===== config.mk =====
export PLATFORM = sky130hd
export DESIGN_NAME = special_reg_file
export DESIGN_NICKNAME = d
export VERILOG_FILES = /design/src/rtl/special_reg_file.sv
export SDC_FILE = /design/constraint.sdc
export NUM_CORES = 1
export LEC_CHECK = 0
export BUFFER_PORTS_ARGS = -buffer_cell sky130_fd_sc_hd__buf_4
export CELL_PAD_IN_SITES_DETAIL_PLACEMENT = 0
export CELL_PAD_IN_SITES_GLOBAL_PLACEMENT = 1
export CORE_MARGIN = 4
export CORE_UTILIZATION = 34
export DETAILED_ROUTE_END_ITERATION = 10
export GPL_ROUTABILITY_DRIVEN = 1
export PLACE_DENSITY = 0.89
export SKIP_CTS_REPAIR_TIMING = 1
export SLEW_MARGIN = 20
export SYNTH_ARGS = -nofsm -noshare
export SYNTH_HDL_FRONTEND = slang
export SYNTH_SLANG_ARGS = --single-unit

===== constraint.sdc =====
create_clock -name clk -period 1.5 [get_ports clk]
set_clock_uncertainty 0.2 [all_clocks]
set_input_delay 0.225 -clock clk [delete_from_list [all_inputs] [get_ports clk]]
set_output_delay 0.225 -clock clk [all_outputs]
set_load 0.005 [all_outputs]

===== src/rtl/special_reg_file.sv =====
// HI/LO special register file: NCH architectural registers with a registered read port toward EX.
// Latency: one cycle from ID-stage select to rd_data; the WB write is bypassed on the same edge.
// Backpressure: stall[2]/stall[3] hold the read latch or insert a bubble; HILO_FWD_EN selects forwarding over the hazard request.
module special_reg_file #(
    parameter int DW  = 32,
    parameter int NCH = 2
) (
    input  logic              clk,
    input  logic              rst_n,
    input  logic [5:0]        stall,
    input  logic              flush,
    input  logic [NCH-1:0]    rd_en,
    input  logic [NCH-1:0]    ex_we,
    input  logic [NCH-1:0]    mem_we,
    input  logic [NCH-1:0]    wb_we,
    input  logic [NCH*DW-1:0] ex_wdata,
    input  logic [NCH*DW-1:0] mem_wdata,
    input  logic [NCH*DW-1:0] wb_wdata,
    output logic [NCH*DW-1:0] rd_data,
    output logic              hazard
);

    localparam logic STOP    = 1'b1;
    localparam logic NO_STOP = 1'b0;

    logic [NCH*DW-1:0] arch_q;
    logic [NCH*DW-1:0] sel;
    logic              unused_in;

    always_ff @(posedge clk or negedge rst_n) begin
        if (!rst_n) begin
            arch_q <= '0;
        end else begin
            for (int i = 0; i < NCH; i++) begin
                if (wb_we[i]) begin
                    arch_q[i*DW +: DW] <= wb_wdata[i*DW +: DW];
                end
            end
        end
    end

    // Youngest in-flight producer wins so EX never sees a stale HI/LO.
    always_comb begin
        sel = arch_q;
        for (int i = 0; i < NCH; i++) begin
`ifdef HILO_FWD_EN
            if (ex_we[i]) begin
                sel[i*DW +: DW] = ex_wdata[i*DW +: DW];
            end else if (mem_we[i]) begin
                sel[i*DW +: DW] = mem_wdata[i*DW +: DW];
            end else if (wb_we[i]) begin
                sel[i*DW +: DW] = wb_wdata[i*DW +: DW];
            end
`else
            if (wb_we[i]) begin
                sel[i*DW +: DW] = wb_wdata[i*DW +: DW];
            end
`endif
        end
    end

`ifdef HILO_FWD_EN
    assign hazard    = 1'b0;
    assign unused_in = ^{rd_en, stall[5:4], stall[1:0]};
`else
    // Without EX/MEM forwarding the reader must wait until the producer reaches WB.
    assign hazard    = |(rd_en & (ex_we | mem_we));
    assign unused_in = ^{ex_wdata, mem_wdata, stall[5:4], stall[1:0]};
`endif

    always_ff @(posedge clk or negedge rst_n) begin
        if (!rst_n) begin
            rd_data <= '0;
        end else if (flush) begin
            rd_data <= '0;
        end else if (stall[2] == STOP && stall[3] == NO_STOP) begin
            rd_data <= '0;
        end else if (stall[2] == NO_STOP) begin
            rd_data <= sel;
        end
    end

endmodule


==> flow_summary.html <==
<table>
<tr><th>Metric</th><th>Value</th></tr>
<tr><th colspan="2">Synth</th></tr>
<tr><td>Unique masters post-synth</td><td>11</td></tr>
<tr><td>Proportion of synthesized flip-flops having asynchronous set or reset</td><td>1.00</td></tr>
<tr><td>Avg Synthesized Cell Area</td><td>17.5 µm²</td></tr>
<tr><td>Synthesized-area fraction occupied by xor and xnor cells</td><td>0</td></tr>
<tr><td>Area share of fa/ha/maj cells after synthesis</td><td>0</td></tr>
<tr><td>Biggest area consumer among synthesized cells</td><td>sky130_fd_sc_hd__dfrtp_1</td></tr>
<tr><td>Syn Std Cell Area</td><td>0.00494 mm²</td></tr>
<tr><td>Dominant cell by count in the synthesized netlist</td><td>sky130_fd_sc_hd__dfrtp_1</td></tr>
<tr><td>Count of yosys warnings during synthesis</td><td>0</td></tr>
<tr><td>Combinational family with the most area after synthesis</td><td>multiplexers</td></tr>
<tr><td>Share of Yosys cell area claimed by the top area cell type</td><td>0.648</td></tr>
<tr><td>EDFF count, synth</td><td>0</td></tr>
<tr><td>Most frequently used flop master after synthesis</td><td>sky130_fd_sc_hd__dfrtp_1</td></tr>
<tr><td>Area fraction in compound gates after synthesis</td><td>0.115</td></tr>
<tr><td>Proportion of synthesized chip area in sequential cells</td><td>0.648</td></tr>
<tr><td>Post-synth net total</td><td>491</td></tr>
<tr><td>Most used standard cells in the synthesized netlist</td><td>sky130_fd_sc_hd__dfrtp_1, sky130_fd_sc_hd__a22o_1, sky130_fd_sc_hd__mux2_4, sky130_fd_sc_hd__buf_2, sky130_fd_sc_hd__buf_12</td></tr>
<tr><td>Number of instances in the synthesized netlist</td><td>282</td></tr>
<tr><td>Count of state elements after synthesis</td><td>128</td></tr>
<tr><td>Simple-gate portion of the synthesized area</td><td>0.00329</td></tr>
<tr><td>Cell types with the largest area share after synthesis</td><td>sky130_fd_sc_hd__dfrtp_1, sky130_fd_sc_hd__mux2_4, sky130_fd_sc_hd__a22o_1, sky130_fd_sc_hd__buf_12, sky130_fd_sc_hd__buf_2</td></tr>
<tr><td>Multiplexer share of the synthesized area</td><td>0.191</td></tr>
<tr><th colspan="2">GRT</th></tr>
<tr><td>Maximum number of pins on one net before global-route repair</td><td>65</td></tr>
<tr><td>Vias in the first global route</td><td>3440</td></tr>
<tr><td>GR Util All Layers</td><td>0.142</td></tr>
<tr><td>Wire length of the first global-routing pass</td><td>18.3 mm</td></tr>
<tr><td>Antenna violations before repair</td><td>0</td></tr>
<tr><td>Remaining Overflow, GRT</td><td>0</td></tr>
<tr><th colspan="2">Setup path</th></tr>
<tr><td>Worst path bufs/invs</td><td>1</td></tr>
<tr><td>Highest net fanout along the worst path</td><td>2</td></tr>
<tr><td>Start-to-end type of the worst setup path</td><td>reg -&gt; out</td></tr>
<tr><td>Launching element type of the critical path</td><td>flip-flop</td></tr>
<tr><td>Kind of capture point of the worst setup path</td><td>output port</td></tr>
<tr><td>Ordered list of cells on the worst path</td><td>buf_4</td></tr>
<tr><td>Worst-path cell with the longest stage delay</td><td>sky130_fd_sc_hd__dfrtp_1</td></tr>
<tr><td>Register-to-register setup slack</td><td>330 ps</td></tr>
<tr><td>Cell family with most CP delay</td><td>flip-flops</td></tr>
<tr><td>Required time at the worst-slack endpoint</td><td>1070 ps</td></tr>
<tr><td>Critical path's largest stage delay</td><td>410 ps</td></tr>
<tr><td>WP data arrival</td><td>960 ps</td></tr>
<tr><th colspan="2">Placed design</th></tr>
<tr><td>HPWL after detailed placement</td><td>7.81 mm</td></tr>
<tr><td>IO Port Bufs</td><td>141</td></tr>
<tr><td>Final GP Congestion</td><td>0.735</td></tr>
<tr><th colspan="2">Power and ir drop</th></tr>
<tr><td>Power per cell area</td><td>1210 mW/mm²</td></tr>
<tr><td>Overall power after layout</td><td>9100 µW</td></tr>
<tr><td>Pleak</td><td>0.00375 µW</td></tr>
<tr><td>Max VDD drop</td><td>0.000624 V</td></tr>
<tr><th colspan="2">Outcome</th></tr>
<tr><td>Status</td><td>finished, final reports clean</td></tr>
<tr><th colspan="2">Clock tree</th></tr>
<tr><td>CTS buffer count</td><td>17</td></tr>
<tr><td>Number of H-tree levels</td><td>4</td></tr>
<tr><td>Clock tree from TritonCTS</td><td>built</td></tr>
<tr><td>Clock latency reported for the late side of the worst-skew pair</td><td>400 ps</td></tr>
<tr><td>Number of clock sinks seen by CTS</td><td>128</td></tr>
<tr><td>Clock-pin slew on the worst setup and hold paths</td><td>50 ps</td></tr>
<tr><td>Maximum root-to-sink buffer count</td><td>2</td></tr>
<tr><td>Cell at the root of the clock tree</td><td>sky130_fd_sc_hd__clkbuf_16</td></tr>
<tr><th colspan="2">Worst hold path</th></tr>
<tr><td>Worst Hold Class</td><td>in -&gt; reg</td></tr>
<tr><th colspan="2">STA</th></tr>
<tr><td>Total count of hold-check failures in the final report</td><td>0</td></tr>
<tr><td>Time the final worst path needs with I/O delays and setup</td><td>1390 ps</td></tr>
<tr><td>Worst slew pin tran</td><td>334 ps</td></tr>
<tr><td>Relative slew slack</td><td>0.777</td></tr>
<tr><td>RSZ-0062 raised after global routing</td><td>false</td></tr>
<tr><td>Period utilization</td><td>0.924</td></tr>
<tr><td>Number of failing setup endpoints in the final timing report</td><td>0</td></tr>
<tr><td>Sum of negative setup slack</td><td>0 ps</td></tr>
<tr><td>Highest attainable clock frequency</td><td>0.721 GHz</td></tr>
<tr><td>Final Slew Violations</td><td>0</td></tr>
<tr><th colspan="2">Finish</th></tr>
<tr><td>Synthesis-to-layout area growth</td><td>52.1%</td></tr>
<tr><td>Fraction of layout cells with a size suffix above 1</td><td>0.491</td></tr>
<tr><td>Fin util</td><td>0.536</td></tr>
<tr><td>Register area</td><td>0.00320 mm²</td></tr>
<tr><td>Nets</td><td>710</td></tr>
<tr><td>Area of the multi-input gates</td><td>0.00154 mm²</td></tr>
<tr><td>Antenna diodes</td><td>0</td></tr>
<tr><td># fillers</td><td>1103</td></tr>
<tr><th colspan="2">Route</th></tr>
<tr><td>Post-detailed-route count of antenna-violating nets</td><td>0</td></tr>
<tr><td>WL per Instance</td><td>17.6 µm</td></tr>
<tr><td>First-pass DRT Iterations</td><td>4</td></tr>
<tr><td>Number of remaining DRC errors</td><td>0</td></tr>
<tr><td>Via density per instance</td><td>4.79</td></tr>
<tr><td>Final WL</td><td>12.2 mm</td></tr>
<tr><td>Starting DRC count in detailed routing</td><td>102</td></tr>
<tr><td>Total number of vias</td><td>3319</td></tr>
<tr><th colspan="2">Die</th></tr>
<tr><td>Core Region</td><td>0.0140 mm²</td></tr>
<tr><td>FP Rows</td><td>43</td></tr>
<tr><td>Die W</td><td>129 µm</td></tr>
<tr><td>Number of primary I/O pins</td><td>274</td></tr>
<tr><td>Initial cell density of the core</td><td>0.352</td></tr>
<tr><td>Area of the die</td><td>0.0165 mm²</td></tr>
<tr><td>Chip Height</td><td>129 µm</td></tr>
<tr><th colspan="2">Job</th></tr>
<tr><td>Number of violations of the max-capacitance limit</td><td>0</td></tr>
</table>
-- flip-flops by register name, summed over array words and instances (netlist names) --
register and cells:
rd_data 64, arch_q 64
-- where the power goes --
part	switching (µW)	internal [µW]
sequential	125	3730
combinational	430	745
clock	1420	2650
total	1980	7130
-- metal layers --
layer | GRT usage | part of all wire
met4 | 0.0562 | 0.0098
met5 | 0 | 0
met3 | 0.0648 | 0.078
met2 | 0.213 | 0.47
met1 | 0.181 | 0.44
-- area by class of cell --
cell class,count,area share
Clock inverter,9,0.0141
Timing Repair Buffer,221,0.259
Tap cell,180,0.0300
Sequential cell,128,0.426
Clock buffer,22,0.0657
Multi-Input combinational cell,133,0.205
-- placed cells by master (no fill, tap or decap) --
master and count:
sky130_fd_sc_hd__clkinv_4 1, sky130_fd_sc_hd__dfrtp_1 128, sky130_fd_sc_hd__clkbuf_8 5, sky130_fd_sc_hd__mux2_2 4, sky130_fd_sc_hd__clkbuf_16 17, sky130_fd_sc_hd__buf_12 10, sky130_fd_sc_hd__nor2_4 1, sky130_fd_sc_hd__dlygate4sd3_1 66
sky130_fd_sc_hd__bufinv_16 2, sky130_fd_sc_hd__clkinvlp_4 3, sky130_fd_sc_hd__clkinv_2 3, sky130_fd_sc_hd__mux2_4 60, sky130_fd_sc_hd__nand2_1 1, sky130_fd_sc_hd__and3b_2 1, sky130_fd_sc_hd__buf_4 145, sky130_fd_sc_hd__a22o_1 64
sky130_fd_sc_hd__o21ai_0 2
-- through the flow --
stage	setup slack [ps]	hold WS [ps]	cell area [µm²]	std cells
2_1_floorplan	216	-271	4940	282
3_3_place_gp	87.2	-146	6260	596
3_5_place_dp	49.8	-142	6260	596
4_1_cts	102	-575	6860	627
5_1_grt	80.0	14.2	7520	693
6_report	114	11.2	7520	693
-- cell families (layout without fill, tap and decap cells) --
logic type / after synthesis / count (layout)
flip-flops: 128 / 128
buffers and inverters: 21 / 252
AO/OA/AOI/OAI: 66 / 66
multiplexers: 64 / 64
AND/OR/NAND/NOR: 3 / 3
-- final timing paths --
| path | from | end | cells past startpoint |
|---|---|---|---|
| max | rd_data[1] | rd_data[1] | 1 |
| min | wb_we[0] | arch_q[0] | 2 |
| max reg2reg | arch_q[39] | rd_data[39] | 2 |
| min reg2reg | arch_q[13] | arch_q[13] | 1 |
| max in group asynchronous | rst_n | rd_data[36] | 3 |
| min in group asynchronous | rst_n | rd_data[42] | 3 |
Power figures use the tool's default switching activity.
